--- src/rtl/pattern_hflipper.sv ---
// rtl/pattern_hflipper.sv - registered horizontal flip and pixel select for one pattern line
//
// Purpose:
//   Optionally mirrors one pattern line horizontally. Pixels are reversed as
//   whole BPP-bit units, so the bits inside each pixel keep their order. The
//   block then picks one pixel from the flipped line. All outputs are
//   registered, so the latency is exactly one clock.
//
// Ports:
//   clk        pixel clock; all state changes on the rising edge
//   rst        synchronous, active-high reset
//   in_valid   qualifies pattern/hflip/sel_x this cycle
//   pattern    raw line; pixel 0 (leftmost) is in the most significant BPP bits
//   hflip      1 = mirror the line horizontally
//   sel_x      pixel index into the post-flip line
//   out_valid  registered in_valid
//   out_line   registered flipped (or passed-through) line
//   out_pixel  registered pixel sel_x of the flipped line
module pattern_hflipper #(
    parameter int PIXELS = 8,
    parameter int BPP    = 2,
    localparam int LINE_W = PIXELS * BPP,
    localparam int SEL_W  = $clog2(PIXELS)
) (
    input  logic              clk,
    input  logic              rst,
    input  logic              in_valid,
    input  logic [LINE_W-1:0] pattern,
    input  logic              hflip,
    input  logic [SEL_W-1:0]  sel_x,
    output logic              out_valid,
    output logic [LINE_W-1:0] out_line,
    output logic [BPP-1:0]    out_pixel
);

    logic              valid_q;
    logic              valid_d;
    logic [LINE_W-1:0] line_q;
    logic [LINE_W-1:0] line_d;
    logic [BPP-1:0]    pixel_q;
    logic [BPP-1:0]    pixel_d;

    logic [LINE_W-1:0] flipped;
    logic [BPP-1:0]    selected;

    // Swap whole pixel slots. Each BPP-bit group is copied as one unit, so
    // the bit order inside a pixel never changes.
    always_comb begin
        flipped = pattern;
        if (hflip) begin
            for (int k = 0; k < PIXELS; k++) begin
                flipped[(PIXELS-1-k)*BPP +: BPP] = pattern[k*BPP +: BPP];
            end
        end
    end

    // Pixel 0 sits at the top of the line. A compare-and-select loop keeps
    // the index arithmetic in constant expressions.
    always_comb begin
        selected = '0;
        for (int k = 0; k < PIXELS; k++) begin
            if (sel_x == SEL_W'(k)) begin
                selected = flipped[(PIXELS-1-k)*BPP +: BPP];
            end
        end
    end

    // When there is no valid input, the data registers keep their old values
    // and only the valid flag drops.
    always_comb begin
        valid_d = in_valid;
        line_d  = line_q;
        pixel_d = pixel_q;
        if (in_valid) begin
            line_d  = flipped;
            pixel_d = selected;
        end
    end

    always_ff @(posedge clk) begin
        if (rst) begin
            valid_q <= 1'b0;
            line_q  <= '0;
            pixel_q <= '0;
        end else begin
            valid_q <= valid_d;
            line_q  <= line_d;
            pixel_q <= pixel_d;
        end
    end

    assign out_valid = valid_q;
    assign out_line  = line_q;
    assign out_pixel = pixel_q;

endmodule

--- config.mk ---
export PLATFORM = sky130hd
export DESIGN_NAME = pattern_hflipper
export DESIGN_NICKNAME = d
export VERILOG_FILES = /design/src/rtl/pattern_hflipper.sv
export SDC_FILE = /design/constraint.sdc
export NUM_CORES = 1
export LEC_CHECK = 0
export CAP_MARGIN = 20
export CORE_ASPECT_RATIO = 0.75
export CORE_MARGIN = 8
export CORE_UTILIZATION = 39
export CTS_BUF_LIST = sky130_fd_sc_hd__clkbuf_16
export DETAILED_ROUTE_END_ITERATION = 10
export GPL_TIMING_DRIVEN = 1
export HOLD_SLACK_MARGIN = 0.02
export PLACE_DENSITY = 0.75
export SLEW_MARGIN = 20
export SYNTH_ARGS = -nofsm -noshare
export SYNTH_HDL_FRONTEND = slang
export SYNTH_SLANG_ARGS = --single-unit
--- constraint.sdc ---
create_clock -name clk -period 1.3 [get_ports clk]
set_input_delay 0.13 -clock clk [delete_from_list [all_inputs] [get_ports clk]]
set_output_delay 0.13 -clock clk [all_outputs]
set_load 0.02 [all_outputs]
==> flow_summary.toml <==
[setup_path]
worstReg2RegStart = "out_pixel[0]$_SDFFE_PP0P_"
regToRegSetupSlack_ns = 0.48
setup.worst_path.class = "in2reg"
worstSetupEndpointType = "flip-flop"
required_ns = 1.44
regToRegEndpoint = "out_pixel[0]$_SDFFE_PP0P_"
crit_fanout = 3
cp-start-kind = "input pin"
reg2regPathDepth = 2
cp_data_arrival_time_ns = 1.44

[floorplanning]
coreArea_um2 = 2830
ios = 42
die_w_um = 77.9
rows = 17
die_h_um = 62.4
die_area_um2 = 4860
initial_utilization_pct = 39.6

[finish]
fill_cells = 227
utilization_pct = 70.6
multi_input_area_um2 = 747
seq_area_um2 = 380
n_antenna_cell = 0
area_growth_pct = 78.3
finalNetCount = 223
drive_above_1_share_pct = 32.2

[drt]
wl_met1_um = 1630
drt_drc_violations_left = 0
wl_um = 3890
via_per_inst = 5.27
top_layer = "met4"
routed-wl-met3_um = 180
firstDrtPassIters = 5
final_antenna_net_count = 0
num_vias = 1249
met2WireLength_um = 2040
drt-wirelength-per-cell_um = 16.4
drtIter0Drc = 35

[logic_synthesis]
syn_area_per_cell_um2 = 9.03
ys_seq_elements = 19
synth_top_cell_by_area = "dfxtp_1"
synth-seq-area-share_pct = 34.0
synth_top_cell_area_share_pct = 34.0
yosysWarnings = 0
ys.flop_type = "dfxtp_1"
ys_top_cells_by_area = "dfxtp_1 (34%), mux2i_1 (14%), a211oi_1 (10%)"
syn_inst = 124
synth_commonest_cells = "dfxtp_1 (19), nor2_1 (19), mux2i_1 (16), a211oi_1 (15)"
synthArstFlopShare_pct = 0
synthDistinctLibCells = 36
synth_edf_count = 0
synth_nets = 147
syn_area_um2 = 1120

[min_path]
hold-path-endpoint = "out_line[14]$_SDFFE_PP0P_"
worstHoldPathCells = 3
min_path_type = "in2reg"
hp-start = "pattern[0]"

[cts]
root_buffer = "clkbuf_16"
htree_levels = 1
cts_hold_buf = 0
clock_sinks = 19
numCtsBuffers = 3
clk_pin_slew_ns = 0.06
clock_path_buffers = 2
clock_latency_ns = 0.25
cts_tree = "yes"

[pwr]
seqPwrFrac_pct = 35.4
switching_share_pct = 27.6
max-vdd-ir-drop_uv = 623
combPwrFrac_pct = 29.9
power_density_nw_per_um2 = 917
power_mw = 1.83
internal-power_mw = 1.32
p_leak_nw = 0.945
p_sw_mw = 0.506
power_frac_clock_pct = 34.6

[timing]
fin_ws_ns = 0.00383
finClkSkew_ns = 0
fmax_mhz = 772
finalCriticalPeriod_ns = 1.30
slew_headroom_pct = 82.2
timing.final.crit_share_pct = 99.7
hold_viol_final = 0
finalSetupViolCount = 0
rsz0062_at_grt = "true"
report.final.slew_viol_count = 0
worst_slew_pin_slew_ns = 0.260

[placement]
place.gp.congestion = 0.882
port_buffers = 41
pre_cts_ws_ns = -0.521
hpwl_um = 2800

[status]
outcome = "completed"

[flow_run]
drv_cap = 0

[global_routing]
grt_usage_pct = 15.6
grt_pass1_wl_um = 6210
grt_pass1_vias = 1332
grt_max_degree = 26
grt_remaining_overflow = 0
grt_antenna_before_repair = 0
==> per-stage QoR <==
stage	std cells	setup TNS (ns)	hold slack (ns)	area [um^2]
floorplan	124	0	0.364	1120
global placement	229	-3.11	0.470	1800
detailed placement	229	-3.82	0.477	1800
CTS	236	0	0.398	1980
global route	237	-0.0146	0.382	2000
finish	237	0	0.358	2000
==> cells by family after synthesis <==
logic type | synth area share (%)
AND/OR/NAND/NOR | 19.4
buffers and inverters | 6.82
AO/OA/AOI/OAI | 21.5
flip-flops | 34.0
multiplexers | 18.3
==> area by class of cell <==
type / count / area share [%]
flip-flops and latches: 19 / 19.0
repair buffers: 82 / 36.6
well taps: 38 / 2.38
clock inverters: 1 / 0.251
multi-input cells: 91 / 37.4
clock buffers: 3 / 3.76
inverters: 3 / 0.564
==> critical path: stages <==
cell and delay, ns:
clkdlybuf4s50_1 0.44, nor2b_2 0.20, buf_4 0.15, o2111ai_2 0.08, o31ai_2 0.10, a311o_1 0.35
==> worst max-delay path by stage <==
| stage | from | end |
|---|---|---|
| 2_1_floorplan | sel_x[2] | out_pixel[0]$_SDFFE_PP0P_ |
| 3_3_place_gp | hflip | out_pixel[0]$_SDFFE_PP0P_ |
| 3_5_place_dp | hflip | out_pixel[1]$_SDFFE_PP0P_ |
| 4_1_cts | pattern[0] | out_pixel[0]$_SDFFE_PP0P_ |
| 5_1_grt | sel_x[0] | out_pixel[0]$_SDFFE_PP0P_ |
| 6_report | in_valid | out_pixel[0]$_SDFFE_PP0P_ |
==> state kept, by name, summed over array words and instances, names as in the netlist <==
register	flops
out_line	16
out_pixel	2
out_valid	1
==> what timing repair did <==
action	in CTS	in global routing
gates resized for setup	50	7
setup endpoints to repair	23	4
buffers inserted	3	1
pin swaps	8	1
==> power groups by stage <==
stage	combinational [mW]	sequential, mW	clock [mW]
3_5_place_dp	0.530	0.663	0
3_3_place_gp	0.519	0.660	0
5_1_grt	0.585	0.654	0.681
6_report	0.548	0.649	0.634
2_1_floorplan	0.180	0.716	0
4_1_cts	0.535	0.649	0.646
==> routing by layer <==
layer	vias to the layer above	global-route usage (%)
li1	617	-
met1	596	17.3
met2	32	27.1
met3	4	4.89
met4	0	5.87
met5	-	0
==> layout by cell type (no fill, tap or decap), drive strengths merged, types with 2 or more instances in the layout <==
cell type	count
mux2	4
and2	2
o21ai	3
or3b	2
dlymetal6s2s	3
inv	3
a21oi	3
buf	42
nor2	19
clkbuf	4
dfxtp	19
a21o	2
nand3b	2
nor3	3
o32ai	2
dlygate4sd2	24
clkdlybuf4s50	11
a211oi	15
mux2i	16
Note: power is estimated with default switching activity, not from simulation.
